**config.mk**
```make
export PLATFORM = sky130hd
export DESIGN_NAME = pid_drive
export DESIGN_NICKNAME = d
export VERILOG_FILES = /design/src/rtl/pid_drive_pkg.sv /design/src/rtl/pid_drive_pwm11.sv /design/src/rtl/pid_drive.sv
export SDC_FILE = /design/constraint.sdc
export NUM_CORES = 1
export LEC_CHECK = 0
export CAP_MARGIN = 30
export CORE_ASPECT_RATIO = 1.4
export CORE_MARGIN = 2
export CORE_UTILIZATION = 40
export CTS_CLUSTER_SIZE = 24
export DETAILED_ROUTE_END_ITERATION = 16
export PLACE_DENSITY_LB_ADDON = 0.12
export SYNTH_ARGS = -nofsm -noshare
export SYNTH_HDL_FRONTEND = slang
export SYNTH_SLANG_ARGS = --single-unit
```
**constraint.sdc**
```tcl
create_clock -name clk -period 1.6 [get_ports clk]
set_input_delay 0.16 -clock clk [delete_from_list [all_inputs] [get_ports clk]]
set_output_delay 0.16 -clock clk [all_outputs]
set_load 0.02 [all_outputs]
```
**src/rtl/pid_drive_pkg.sv**
```systemverilog
// Shared constants, types and helpers for the PID drive path.
// Holds the sum/PWM widths, the saturation limits and the two arithmetic
// helpers (clamp to 12 bits, magnitude for the PWM duty).
package pid_pkg;

  // PWM counter/duty width; one PWM period is 2**PWM_W clocks
  localparam int PWM_W = 11;
  // Internal width used when summing the three sign-extended terms
  localparam int SUM_W = 16;

  // Term and result types
  typedef logic signed [13:0]      p_term_t;
  typedef logic signed [11:0]      i_term_t;
  typedef logic signed [12:0]      d_term_t;
  typedef logic signed [11:0]      pid_t;
  typedef logic        [PWM_W-1:0] duty_t;
  typedef logic signed [SUM_W-1:0] sum_t;

  // Saturation limits of the PID value
  localparam pid_t PID_MAX = 12'sh7FF;
  localparam pid_t PID_MIN = 12'sh800;

  // Same limits expressed at sum width for the compare
  localparam sum_t SUM_MAX = 16'sd2047;
  localparam sum_t SUM_MIN = -16'sd2048;

  // Clamp a full-width sum into the signed 12-bit PID range
  function automatic pid_t sat_sum(input sum_t s);
    pid_t r;
    if (s > SUM_MAX) begin
      r = PID_MAX;
    end else if (s < SUM_MIN) begin
      r = PID_MIN;
    end else begin
      r = s[11:0];
    end
    return r;
  endfunction

  // Magnitude of a PID value as an 11-bit duty; the most negative value
  // has no 11-bit magnitude, so it is pinned to full scale
  function automatic duty_t abs_mag(input pid_t v);
    pid_t  neg;
    duty_t r;
    neg = -v;
    if (v == PID_MIN) begin
      r = '1;
    end else if (v[11]) begin
      r = neg[PWM_W-1:0];
    end else begin
      r = v[PWM_W-1:0];
    end
    return r;
  endfunction

endpackage

```
**src/rtl/pid_drive_pwm11.sv**
```systemverilog
// Free-running 11-bit PWM generator for the motor bridge.
// The duty and direction are only swapped in on the counter wrap, so a
// period is never cut short or stretched and the output stays glitch-free.
module pwm11
  import pid_pkg::*;
(
  input  logic             clk,
  input  logic             rst_n,
  input  logic [PWM_W-1:0] duty_pend,
  input  logic             dir_pend,
  output logic             pwm,
  output logic             dir
);

  logic [PWM_W-1:0] cnt;
  logic [PWM_W-1:0] duty_act;
  logic             wrap;

  // The wrap cycle is the one where the counter holds its maximum value
  assign wrap = &cnt;

  // Period counter; rolls from all-ones back to zero on its own
  always_ff @(posedge clk or negedge rst_n) begin
    if (!rst_n) begin
      cnt <= '0;
    end else begin
      cnt <= cnt + 1'b1;
    end
  end

  // Take the pending duty/direction only at the period boundary
  always_ff @(posedge clk or negedge rst_n) begin
    if (!rst_n) begin
      duty_act <= '0;
      dir      <= 1'b0;
    end else if (wrap) begin
      duty_act <= duty_pend;
      dir      <= dir_pend;
    end
  end

  // Registered compare so the bridge pin is driven straight from a flop
  always_ff @(posedge clk or negedge rst_n) begin
    if (!rst_n) begin
      pwm <= 1'b0;
    end else begin
      pwm <= (cnt < duty_act);
    end
  end

endmodule

```
**src/rtl/pid_drive.sv**
```systemverilog
// PID drive stage: sums the P, I and D terms, saturates to a signed 12-bit
// PID value and turns it into a direction bit plus PWM duty for the bridge.
// Two register stages (sum, then saturate) feed a pending duty/direction
// register that the PWM generator samples at each period boundary.
module pid_drive
  import pid_pkg::*;
(
  input  logic        clk,
  input  logic        rst_n,
  input  logic        vld,
  input  logic [13:0] P_term,
  input  logic [11:0] I_term,
  input  logic [12:0] D_term,
  output logic [11:0] PID_sat,
  output logic        sat_vld,
  output logic        dir,
  output logic        pwm
);

  sum_t  p_ext;
  sum_t  i_ext;
  sum_t  d_ext;
  sum_t  sum_d;
  sum_t  sum_q;
  logic  s1_vld;
  pid_t  sat_d;
  duty_t mag_pend;
  logic  dir_pend;

  // Sign-extend the three terms to the common sum width
  assign p_ext = {{(SUM_W-14){P_term[13]}}, P_term};
  assign i_ext = {{(SUM_W-12){I_term[11]}}, I_term};
  assign d_ext = {{(SUM_W-13){D_term[12]}}, D_term};

  // Raw sum of the incoming terms and saturated view of the stored sum
  always_comb begin
    sum_d = p_ext + i_ext + d_ext;
    sat_d = sat_sum(sum_q);
  end

  // Stage 1: capture the sum only when the terms are flagged valid
  always_ff @(posedge clk or negedge rst_n) begin
    if (!rst_n) begin
      sum_q  <= '0;
      s1_vld <= 1'b0;
    end else begin
      s1_vld <= vld;
      if (vld) begin
        sum_q <= sum_d;
      end
    end
  end

  // Stage 2: publish the saturated value and refresh the pending drive
  always_ff @(posedge clk or negedge rst_n) begin
    if (!rst_n) begin
      PID_sat  <= '0;
      sat_vld  <= 1'b0;
      mag_pend <= '0;
      dir_pend <= 1'b0;
    end else begin
      sat_vld <= s1_vld;
      if (s1_vld) begin
        PID_sat  <= sat_d;
        mag_pend <= abs_mag(sat_d);
        dir_pend <= sat_d[11];
      end
    end
  end

  pwm11 u_pwm (
    .clk       (clk),
    .rst_n     (rst_n),
    .duty_pend (mag_pend),
    .dir_pend  (dir_pend),
    .pwm       (pwm),
    .dir       (dir)
  );

endmodule

```
==> metrics.md <==
| Metric | Value |
|---|---|
| Rows | `44` |
| Total number of nets in the final design | `662` |
| Total of max-cap violations | `0` |
| Num Clock Sinks | `65` |
| Type of the worst setup path | `input port to flip-flop` |
| Violated checks | `setup timing` |
| Placer Congestion | `0.865` |
| Number of DRC markers in iteration 0 | `181` |
| Required time reported for the critical path endpoint | `between 1.5 and 2 ns` |
| Shortest period the worst path allows | `2.26 ns` |
| Floorplan Core Area | `just over 0.01 sq mm` |
| Wirelength per Cell | `14.2 um` |
| Number of global-route vias before repair | `between 3000 and 4000` |
| Setup slack of the critical path after layout | `-0.662 ns` |
| HPWL Detailed | `approximately 7600 um` |
| Final cell utilization of the core | `roughly 62%` |
| Hold Crit Endpoint | `sum_q[0]$_DFFE_PN0P_` |
| GR Overflow Total | `0` |
| Vias | `3755` |
| Largest net degree at the start of global routing | `66` |
| Part of the cycle the worst path needs | `141%` |
| Leakage power total | `roughly 0.0028 uW` |
| Root buffer selected by CTS | `sky130_fd_sc_hd__clkbuf_16` |
| Chip Width | `between 90 and 100 um` |
| Starting density of the core | `40.6%` |
| Register area share after synthesis | `between 30% and 40%` |
| Part of the power in the clock network | `25.1%` |
| Launching point of the worst reg2reg path | `sum_q[12]$_DFFE_PN0P_` |
| Die footprint | `0.0113 sq mm` |
| Per-instance average area after synthesis | `around 9.8 sq um` |
| Peak ir drop on the vdd network | `around 450 uV` |
| CP Launch Type | `input port` |
| Number of buffer cells added on primary ports | `56` |
| Number of hold violations in the final report | `0` |
| Number of synthesized register bits | `65` |
| Yosys top cell area share | `between 30% and 40%` |
| Critical path launch point | `P_term[1]` |
| Worst Path Arrival | `between 2 and 2.5 ns` |
| Final setup viols | `17` |
| Critical Path End Type | `flip-flop` |
| Slew headroom | `76.3%` |
| CTS clk-pin slew, worst paths | `0.05 ns` |
| Wire length after detailed routing | `just over 10000 um` |
| Count of yosys warnings during synthesis | `0` |
| Die height | `roughly 120 um` |
| Count of antenna diodes in the layout | `0` |
| CTS HTree Levels | `3` |
| Most used DFF post-synth | `sky130_fd_sc_hd__dfrtp_1` |
| Summed instance area of the synthesized netlist | `~0.0042 sq mm` |
| Minimum setup slack among reg-to-reg paths | `-0.07 ns` |
| Number of antenna violations at the first check in global routing | `0` |
| Setup repair after global routing missed its margin | `true` |
| Clock Skew | `between 0.004 and 0.005 ns` |
| Synthesized instance count | `~430` |
| Antenna viol nets, final | `0` |
| Power share of the sequential group | `between 20% and 30%` |
| Status | `finished with violations` |
| Switching Fraction | `34.4%` |
| Max-slew violation count | `0` |
| Worst Hold Slack | `about 0.25 ns` |
| Ports placed on the boundary | `57` |
| Ratio of cells with drive above 1 in the final layout | `a little over two fifths` |
| DRC | `0` |
| Unique masters post-synth | `slightly below 60` |
| Combinational group share of total power | `45.9%` |
| Cell-internal power | `5080 uW` |
| Total global-route track usage | `between 10% and 20%` |
| Placement-stage worst setup slack | `-1.39 ns` |
| Global-route wire length before repair | `17900 um` |
| Post-synth net total | `510` |
| Reg2Reg Capture Point | `mag_pend[9]$_DFFE_PN0P_` |
| Layout area overhead | `53.1%` |
| CTS max path bufs | `2` |
| Clock latency on the worst-skew pair | `roughly 0.33 ns` |
| Number of vias per cell | `between 5 and 6` |
| Cell Pwr Density | `1210 mW/mm^2` |
| DRT Pass-1 Iters | `4` |
| Cell taking the most area after synthesis | `sky130_fd_sc_hd__dfrtp_1` |
| Hold wc startpoint | `P_term[0]` |
| Worst-path maximum fanout | `3` |
| Power spent charging and discharging nets | `between 2000 and 3000 uW` |
| Number of enable flip-flop cells after synthesis | `0` |
| Main area contributors after synthesis | `sky130_fd_sc_hd__dfrtp_1 39%, sky130_fd_sc_hd__ha_1 7.5%, sky130_fd_sc_hd__fa_1 7.2%, sky130_fd_sc_hd__a21oi_1 5.6%, sky130_fd_sc_hd__mux2_2 4.0%` |
| Peak clock frequency supported by timing | `between 400 and 500 MHz` |
| Most numerous cell in the Yosys netlist | `sky130_fd_sc_hd__dfrtp_1` |
| Worst slew pin tran | `roughly 0.35 ns` |
| List of most frequent post-synthesis cells | `65 x sky130_fd_sc_hd__dfrtp_1, 47 x sky130_fd_sc_hd__a21oi_1, 41 x sky130_fd_sc_hd__nor2_1, 30 x sky130_fd_sc_hd__nand2_1` |
| TritonCTS clock tree | `built` |
| Cell depth of the worst hold path | `4` |
| Number of buffers created by CTS | `9` |
| Proportion of synthesized flip-flops having asynchronous set or reset | `100%` |
| Hold Crit Class | `input port to flip-flop` |
| Worst Reg2Reg Path Length in Cells | `5` |
[worst max path at each step]
stage / end / slack (ns)
3_5_place_dp: sum_q[13]$_DFFE_PN0P_ / -1.39
6_report: sum_q[13]$_DFFE_PN0P_ / -0.66
4_1_cts: sum_q[13]$_DFFE_PN0P_ / -0.71
2_1_floorplan: sum_q[13]$_DFFE_PN0P_ / -0.80
3_3_place_gp: sum_q[13]$_DFFE_PN0P_ / -1.29
5_1_grt: sum_q[13]$_DFFE_PN0P_ / -0.79
[layout by cell type, fill, tap and decap left out, types with 8 or more instances in the layout]
cell / instances
sky130_fd_sc_hd__fa_1: 10
sky130_fd_sc_hd__nor2_1: 39
sky130_fd_sc_hd__ha_4: 12
sky130_fd_sc_hd__a21oi_1: 29
sky130_fd_sc_hd__clkbuf_16: 9
sky130_fd_sc_hd__mux2_2: 14
sky130_fd_sc_hd__buf_6: 29
sky130_fd_sc_hd__nand2_1: 29
sky130_fd_sc_hd__buf_2: 11
sky130_fd_sc_hd__dfrtp_1: 63
sky130_fd_sc_hd__xnor2_1: 8
sky130_fd_sc_hd__buf_4: 81
sky130_fd_sc_hd__inv_1: 20
sky130_fd_sc_hd__a21oi_2: 17
sky130_fd_sc_hd__ha_1: 13
sky130_fd_sc_hd__nor3_1: 9
sky130_fd_sc_hd__o21a_1: 9
sky130_fd_sc_hd__clkdlybuf4s50_1: 23
[what timing repair did]
item / 4_1_cts / 5_1_grt
pin swaps: 57 / 51
hold buffers: 1 / 0
endpoints found under the hold margin: 65 / 0
setup endpoints to repair: 44 / 38
gates resized for setup: 166 / 44
setup buffers: 22 / 7
[kinds of logic after synthesis]
| logic type | synth area share, % |
|---|---|
| adder cells (fa/ha/maj) | 14.7 |
| XOR/XNOR | 3.14 |
| AND/OR/NAND/NOR | 14.4 |
| buffers and inverters | 4.58 |
| multiplexers | 4.52 |
| flip-flops | 38.9 |
| AO/OA/AOI/OAI | 19.8 |
[sequential cells by signal, summed over array words and instances, names as in the netlist]
| register | flops |
|---|---|
| PID_sat | 12 |
| mag_pend | 11 |
| sum_q | 16 |
| u_pwm.duty_act | 11 |
| sat_vld | 1 |
| u_pwm.pwm | 1 |
| u_pwm.dir | 1 |
| u_pwm.cnt | 11 |
| s1_vld | 1 |
[layer usage]
| layer | track usage (%) | share of wire [%] |
|---|---|---|
| met1 | 20.3 | 36 |
| met5 | 0 | 0 |
| met4 | 8.69 | 3.1 |
| met3 | 3.27 | 2.7 |
| met2 | 37.9 | 58 |
[cell type report]
class                   instances  area, sq um
clock buffers                  11          243
clock inverters                 5         55.1
fillers                       874         3900
inverters                      26         97.6
multi-input cells             317         2800
flip-flops and latches         65         1630
well taps                     138          173
repair buffers                161         1400
[per-stage QoR]
stage               TNS (ns)  cell area (sq um)  power, uW  instances
finish                 -5.54               6390       7750        723
global route           -6.94               6390       8230        723
CTS                    -5.92               6210       7610        718
detailed placement    -16.07               5490       5170        680
global placement      -14.96               5490       5110        680
floorplan              -5.80               4260       3930        428
[critical path, stage by stage]
cell and delay, ns:
sky130_fd_sc_hd__buf_6 0.09, sky130_fd_sc_hd__fa_1 0.58, sky130_fd_sc_hd__ha_4 0.15, sky130_fd_sc_hd__inv_2 0.03, sky130_fd_sc_hd__fa_2 0.36, sky130_fd_sc_hd__nor2b_4 0.14
sky130_fd_sc_hd__o31a_1 0.23, sky130_fd_sc_hd__o2111ai_4 0.15, sky130_fd_sc_hd__o211ai_1 0.19, sky130_fd_sc_hd__or3b_1 0.37
[power by group through the flow]
| stage | registers [uW] | logic, uW | clock network, uW |
|---|---|---|---|
| final | 2250 | 3550 | 1940 |
| after global routing | 2310 | 3850 | 2070 |
| after CTS | 2260 | 3360 | 1990 |
| after detailed placement | 2280 | 2890 | 0 |
| after global placement | 2260 | 2850 | 0 |
| after floorplan | 2380 | 1550 | 0 |
(Power assumes the default switching activity.)
